### src/rtl/icb_splt_dec.sv
// 1-to-N ICB splitter: address-decoded channel select, in-order responses via an
// outstanding counter plus current target, and a built-in decode-error slave.
module icb_splt_dec_hit #(
  parameter int AW = 32
) (
  input  logic [AW-1:0] addr_i,
  input  logic [AW-1:0] base_i,
  input  logic [AW-1:0] msk_i,
  output logic          hit_o
);
  assign hit_o = ((addr_i & msk_i) == (base_i & msk_i));
endmodule

module icb_splt_dec #(
  parameter int                        AW              = 32,
  parameter int                        DW              = 64,
  parameter int                        USR_W           = 1,
  parameter int                        SPLT_NUM        = 4,
  parameter int                        OTF_W           = 3,
  parameter logic [SPLT_NUM*AW-1:0]    BASE_ADDR       = '0,
  parameter logic [SPLT_NUM*AW-1:0]    ADDR_MSK        = '0,
  parameter bit                        ALLOW_0CYCL_RSP = 1'b1
) (
  input  logic                         clk,
  input  logic                         rst,
  input  logic                         i_icb_cmd_vld,
  output logic                         i_icb_cmd_rdy,
  input  logic                         i_icb_cmd_read,
  input  logic [AW-1:0]                i_icb_cmd_addr,
  input  logic [DW-1:0]                i_icb_cmd_wdata,
  input  logic [DW/8-1:0]              i_icb_cmd_wmask,
  input  logic [USR_W-1:0]             i_icb_cmd_usr,
  output logic                         i_icb_rsp_vld,
  input  logic                         i_icb_rsp_rdy,
  output logic                         i_icb_rsp_err,
  output logic [DW-1:0]                i_icb_rsp_rdata,
  output logic [USR_W-1:0]             i_icb_rsp_usr,
  output logic [SPLT_NUM-1:0]          o_bus_icb_cmd_vld,
  input  logic [SPLT_NUM-1:0]          o_bus_icb_cmd_rdy,
  output logic [SPLT_NUM-1:0]          o_bus_icb_cmd_read,
  output logic [SPLT_NUM*AW-1:0]       o_bus_icb_cmd_addr,
  output logic [SPLT_NUM*DW-1:0]       o_bus_icb_cmd_wdata,
  output logic [SPLT_NUM*DW/8-1:0]     o_bus_icb_cmd_wmask,
  output logic [SPLT_NUM*USR_W-1:0]    o_bus_icb_cmd_usr,
  input  logic [SPLT_NUM-1:0]          o_bus_icb_rsp_vld,
  output logic [SPLT_NUM-1:0]          o_bus_icb_rsp_rdy,
  input  logic [SPLT_NUM-1:0]          o_bus_icb_rsp_err,
  input  logic [SPLT_NUM*DW-1:0]       o_bus_icb_rsp_rdata,
  input  logic [SPLT_NUM*USR_W-1:0]    o_bus_icb_rsp_usr,
  output logic [OTF_W-1:0]             otf_cnt,
  output logic                         dec_err,
  output logic [AW-1:0]                dec_err_addr,
  input  logic                         dec_err_clr
);
  localparam int               NT      = SPLT_NUM + 1;
  localparam logic [OTF_W-1:0] MAX_OTF = {OTF_W{1'b1}};

  logic [SPLT_NUM-1:0] hit;
  logic [NT-1:0]       sel, cur_sel_q, rsp_sel, rsp_vld_all;
  logic [OTF_W-1:0]    cnt_q, cnt_d;
  logic                dflt_vld_q, dec_err_q;
  logic [USR_W-1:0]    dflt_usr_q;
  logic [AW-1:0]       dec_err_addr_q;
  logic                cnt_zero, is_dflt, otf_rsp_hs, dflt_drain, accept_ok, tgt_rdy;
  logic                cmd_hs, rsp_hs, dflt_cmd_hs, dflt_rsp_hs;

  for (genvar i = 0; i < SPLT_NUM; i++) begin : g_hit
    icb_splt_dec_hit #(.AW(AW)) u_hit (
      .addr_i (i_icb_cmd_addr),
      .base_i (BASE_ADDR[i*AW +: AW]),
      .msk_i  (ADDR_MSK[i*AW +: AW]),
      .hit_o  (hit[i])
    );
  end

  // Lowest-index hit wins; no hit falls through to the default slave.
  always_comb begin
    sel = '0;
    sel[SPLT_NUM] = 1'b1;
    for (int i = SPLT_NUM - 1; i >= 0; i--) begin
      if (hit[i]) begin
        sel    = '0;
        sel[i] = 1'b1;
      end
    end
  end

  assign is_dflt     = sel[SPLT_NUM];
  assign cnt_zero    = (cnt_q == '0);
  assign rsp_vld_all = {dflt_vld_q, o_bus_icb_rsp_vld};
  // Response retiring an outstanding txn; frees a slot for a same-cycle command.
  assign otf_rsp_hs  = ~cnt_zero & i_icb_rsp_rdy & |(rsp_vld_all & cur_sel_q);
  assign dflt_drain  = otf_rsp_hs & cur_sel_q[SPLT_NUM];
  assign accept_ok   = (cnt_zero | (sel == cur_sel_q)) & ((cnt_q != MAX_OTF) | otf_rsp_hs)
                     & (~is_dflt | ~dflt_vld_q | dflt_drain);
  assign tgt_rdy     = |(sel & {1'b1, o_bus_icb_cmd_rdy});
  assign i_icb_cmd_rdy = accept_ok & tgt_rdy;
  assign cmd_hs      = i_icb_cmd_vld & i_icb_cmd_rdy;
  assign dflt_cmd_hs = cmd_hs & is_dflt;

  assign o_bus_icb_cmd_vld   = sel[SPLT_NUM-1:0] & {SPLT_NUM{i_icb_cmd_vld & accept_ok}};
  assign o_bus_icb_cmd_read  = {SPLT_NUM{i_icb_cmd_read}};
  assign o_bus_icb_cmd_addr  = {SPLT_NUM{i_icb_cmd_addr}};
  assign o_bus_icb_cmd_wdata = {SPLT_NUM{i_icb_cmd_wdata}};
  assign o_bus_icb_cmd_wmask = {SPLT_NUM{i_icb_cmd_wmask}};
  assign o_bus_icb_cmd_usr   = {SPLT_NUM{i_icb_cmd_usr}};

  always_comb begin
    rsp_sel = '0;
    if (!cnt_zero)                    rsp_sel = cur_sel_q;
    else if (ALLOW_0CYCL_RSP && cmd_hs) rsp_sel = sel;
  end

  assign o_bus_icb_rsp_rdy = {SPLT_NUM{i_icb_rsp_rdy}} & rsp_sel[SPLT_NUM-1:0];

  always_comb begin
    i_icb_rsp_vld   = |(rsp_vld_all & rsp_sel);
    i_icb_rsp_err   = rsp_sel[SPLT_NUM];
    i_icb_rsp_rdata = '0;
    i_icb_rsp_usr   = dflt_usr_q & {USR_W{rsp_sel[SPLT_NUM]}};
    for (int i = 0; i < SPLT_NUM; i++) begin
      i_icb_rsp_err   = i_icb_rsp_err | (o_bus_icb_rsp_err[i] & rsp_sel[i]);
      i_icb_rsp_rdata = i_icb_rsp_rdata | (o_bus_icb_rsp_rdata[i*DW +: DW] & {DW{rsp_sel[i]}});
      i_icb_rsp_usr   = i_icb_rsp_usr | (o_bus_icb_rsp_usr[i*USR_W +: USR_W] & {USR_W{rsp_sel[i]}});
    end
  end

  assign rsp_hs      = i_icb_rsp_vld & i_icb_rsp_rdy;
  assign dflt_rsp_hs = rsp_hs & rsp_sel[SPLT_NUM];

  always_comb begin
    cnt_d = cnt_q;
    if (cmd_hs && !rsp_hs)      cnt_d = cnt_q + 1'b1;
    else if (!cmd_hs && rsp_hs) cnt_d = cnt_q - 1'b1;
  end

  always_ff @(posedge clk or negedge rst) begin
    if (!rst) begin
      cnt_q          <= '0;
      cur_sel_q      <= '0;
      dflt_vld_q     <= 1'b0;
      dflt_usr_q     <= '0;
      dec_err_q      <= 1'b0;
      dec_err_addr_q <= '0;
    end else begin
      cnt_q <= cnt_d;
      if (cmd_hs) cur_sel_q <= sel;
      if (dflt_cmd_hs) begin
        dflt_vld_q <= 1'b1;
        dflt_usr_q <= i_icb_cmd_usr;
      end else if (dflt_rsp_hs) begin
        dflt_vld_q <= 1'b0;
      end
      // A new error in the clear cycle re-arms the flag and captures its address.
      if (dflt_cmd_hs && (!dec_err_q || dec_err_clr)) begin
        dec_err_q      <= 1'b1;
        dec_err_addr_q <= i_icb_cmd_addr;
      end else if (dec_err_clr) begin
        dec_err_q <= 1'b0;
      end
    end
  end

  assign otf_cnt      = cnt_q;
  assign dec_err      = dec_err_q;
  assign dec_err_addr = dec_err_addr_q;
endmodule
### config.mk
export PLATFORM = sky130hd
export DESIGN_NAME = icb_splt_dec
export DESIGN_NICKNAME = d
export VERILOG_FILES = /design/src/rtl/icb_splt_dec.sv
export SDC_FILE = /design/constraint.sdc
export NUM_CORES = 1
export LEC_CHECK = 0
export BUFFER_PORTS_ARGS = -buffer_cell sky130_fd_sc_hd__buf_2
export CORE_AREA = 3 3 362 364
export DETAILED_ROUTE_END_ITERATION = 10
export DIE_AREA = 0 0 365 367
export PLACE_DENSITY_LB_ADDON = 0.3
export SLEW_MARGIN = 20
export SYNTH_ARGS = -nofsm -noshare
export SYNTH_HDL_FRONTEND = slang
export SYNTH_HIERARCHICAL = 1
export SYNTH_SLANG_ARGS = --single-unit
### constraint.sdc
create_clock -name clk -period 6.4 [get_ports clk]
set_clock_uncertainty 0.2 [all_clocks]
set_input_delay 1.28 -clock clk [delete_from_list [all_inputs] [get_ports clk]]
set_output_delay 1.28 -clock clk [all_outputs]
set_load 0.005 [all_outputs]
==> qor.csv <==
metric;value;unit
cp-start-kind;register;
finalHoldWorstSlack;280.7;ps
drive_above_1_share;43.45;%
groute.usage.overall;10.96;%
cts_tree;yes;
synth_top_flop_cell;dfrtp_1;
grt_max_degree;59;
root_buffer;clkbuf_16;
drt_first_pass_iters;9;
synth_top_area_cell;buf_4;
drc_errors;0;
gp_congestion;0.8584;
critPathMaxStageDelay;770;ps
crit_fanout;47;
num_vias;8644;
io_buffers;550;
maxCapViolCount;0;
viasPerCell;2.789;
fin_crit_sh;77.62;%
critical_path.top_delay_family;compound AO/OA/AOI/OAI gates;
total_power;2.753;mW
hold_start;dec_err_addr[27];
r2r_end;otf_cnt[2];
htreeDepth;2;
yosysSeqAreaShare;12.75;%
cts.sinks;43;
whs_endpoint;dec_err_addr[27];
min_path_type;register to register;
core;127700;um^2
grt_pass1_vias;7837;
synth_area;8439;um^2
crit_chain;nor3_1 > o32a_2 > buf_4 > o21ai_0 > buf_2;
synth.area.top_cells;buf_4, xor2_1, dfrtp_1, a222oi_1, a22oi_1;
die_h;367;um
slew_viol_final;33;
rsz0062_at_grt;false;
holdPathStages;1;
tightestPinTransition;2809;ps
layout.cells.non_filler;3099;
holdBufCountCts;0;
rows;131;
crit_path_top_delay_cell;nor3_1;
path_clk_slew;90;ps
hold_viol;0;
critPathArrivalTime;3490;ps
fmaxAchievable;201.3;MHz
synth.distinct_cells;50;
start_util;6.610;%
grt_pass1_wl;92.54;mm
ys_warn_count;6;
r2r_slack;2720;ps
antenna_found_initial;138;
cp-end-kind;output port;
leakagePower;5.481;nW
syn_inst;1044;
path_buf_inv;2;
synth.avg_cell_area;8.084;um^2
relSlewSlack;-88.66;%
io_pins;919;
power_density;245.7;nW/um^2
synth-edff-count;0;
status;complete, but fails checks;
cts_buffers;5;
drtAntennaViolNets;0;
async_flop_share;100.0;%
final_cell_mix;buf_2, conb_1, xor2_1;
finalWirelength;77.18;mm
clockBufferDepth;2;
fin_crit;4968;ps
violations;slew limit;
r2r_cells;10;
dp.cells;3058;
final_common_cell;buf_2;
globalRouteOverflowTotal;0;
layout.nets;1788;
peakVddDrop;0.00009941;V
post_cts.repair.setup_buffers;0;
path_class;register to output port;
fp.dieArea;134000;um^2
die_w;365;um
yosysTopAreaCellShare;37.89;%
cp.required;4920;ps
cts_resized;0;
fin_tns_setup;0;ps
r2r-start;otf_cnt[0];
hpwlAfterDp;70.04;mm
drt-initial-drc-count;789;
finalSetupViolCount;0;
clock_latency;330;ps
routedWlPerCell;24.90;um
syn_to_final_growth;32.77;%
ys_ff_latch;43;
through the flow:
step	setup slack, ps	cell area (um^2)	utilization [%]
6_report	1432	11200	8.775
5_1_grt	1166	11130	8.720
4_1_cts	1145	11120	8.711
3_5_place_dp	1327	10980	8.600
3_3_place_gp	1257	10980	8.600
2_1_floorplan	2582	9397	-
cell usage after synthesis (3+ instances only):
cell / number
buf_4: 426
buf_6: 3
nor3_1: 5
clkbuf_1: 26
nand4_1: 18
a222oi_1: 65
mux2i_1: 3
nor2b_1: 4
inv_1: 73
mux2_2: 32
and2_1: 4
o211ai_1: 3
a22oi_1: 66
dfrtp_1: 43
nor2_1: 6
buf_2: 4
nand2_1: 16
o21ai_0: 69
nand3_1: 4
xor2_1: 130
nor4_2: 5
mux2_1: 4
cell families (layout without fill, tap and decap cells):
family          count (synthesis)  after routing  synth area share, %
compound gates                217            217                19.24
xor+xnor                      132            132                13.70
fa+ha+maj                       2              2               0.3855
buf+inv                       532            637                42.94
flops                          43             43                12.75
mux                            39             39                5.159
other cells                     1            289              0.04443
simple gates                   78             78                5.782
final cells by class:
type                    count  area, um^2
fillers                 15060      116500
multi-input cells         724        4741
repair buffers            556        2810
well taps                1662        2079
flip-flops and latches     43        1076
inverters                  73       274.0
clock buffers               6       128.9
diodes                     33       82.58
clock inverters             2       12.51
per-layer routing:
layer	up-vias	global-route usage (%)	share of wire, %
met4	58	1.834	2.3
li1	3724	-	-
met3	248	8.522	17
met2	771	15.96	41
met1	3843	12.70	40
met5	-	0.5447	0.51
power breakdown:
part	switching, mW	total, mW	internal, mW
registers	0.0824	0.480	0.398
logic	1.16	1.98	0.817
clock network	0.147	0.292	0.145
total	1.39	2.75	1.36
registers in the layout, indices dropped and copies added (netlist names):
signal and count:
otf_cnt 3, dec_err_addr 32, dflt_usr_q 1, cur_sel_q 5, dec_err 1, dflt_vld_q 1
worst max-delay path by stage:
| stage | startpoint | end | slack, ps | cells past startpoint |
|---|---|---|---|---|
| after floorplan | o_bus_icb_cmd_rdy[0] | i_icb_rsp_rdata[46] | 2580 | 6 |
| after global placement | i_icb_cmd_vld | i_icb_rsp_rdata[33] | 1260 | 7 |
| after detailed placement | i_icb_cmd_vld | i_icb_rsp_rdata[33] | 1330 | 7 |
| after CTS | otf_cnt[0] | i_icb_rsp_rdata[33] | 1140 | 7 |
| after global routing | otf_cnt[0] | i_icb_rsp_rdata[33] | 1170 | 7 |
| final | otf_cnt[0] | i_icb_rsp_rdata[18] | 1430 | 5 |
No activity file was read; power rests on OpenSTA's default activity.
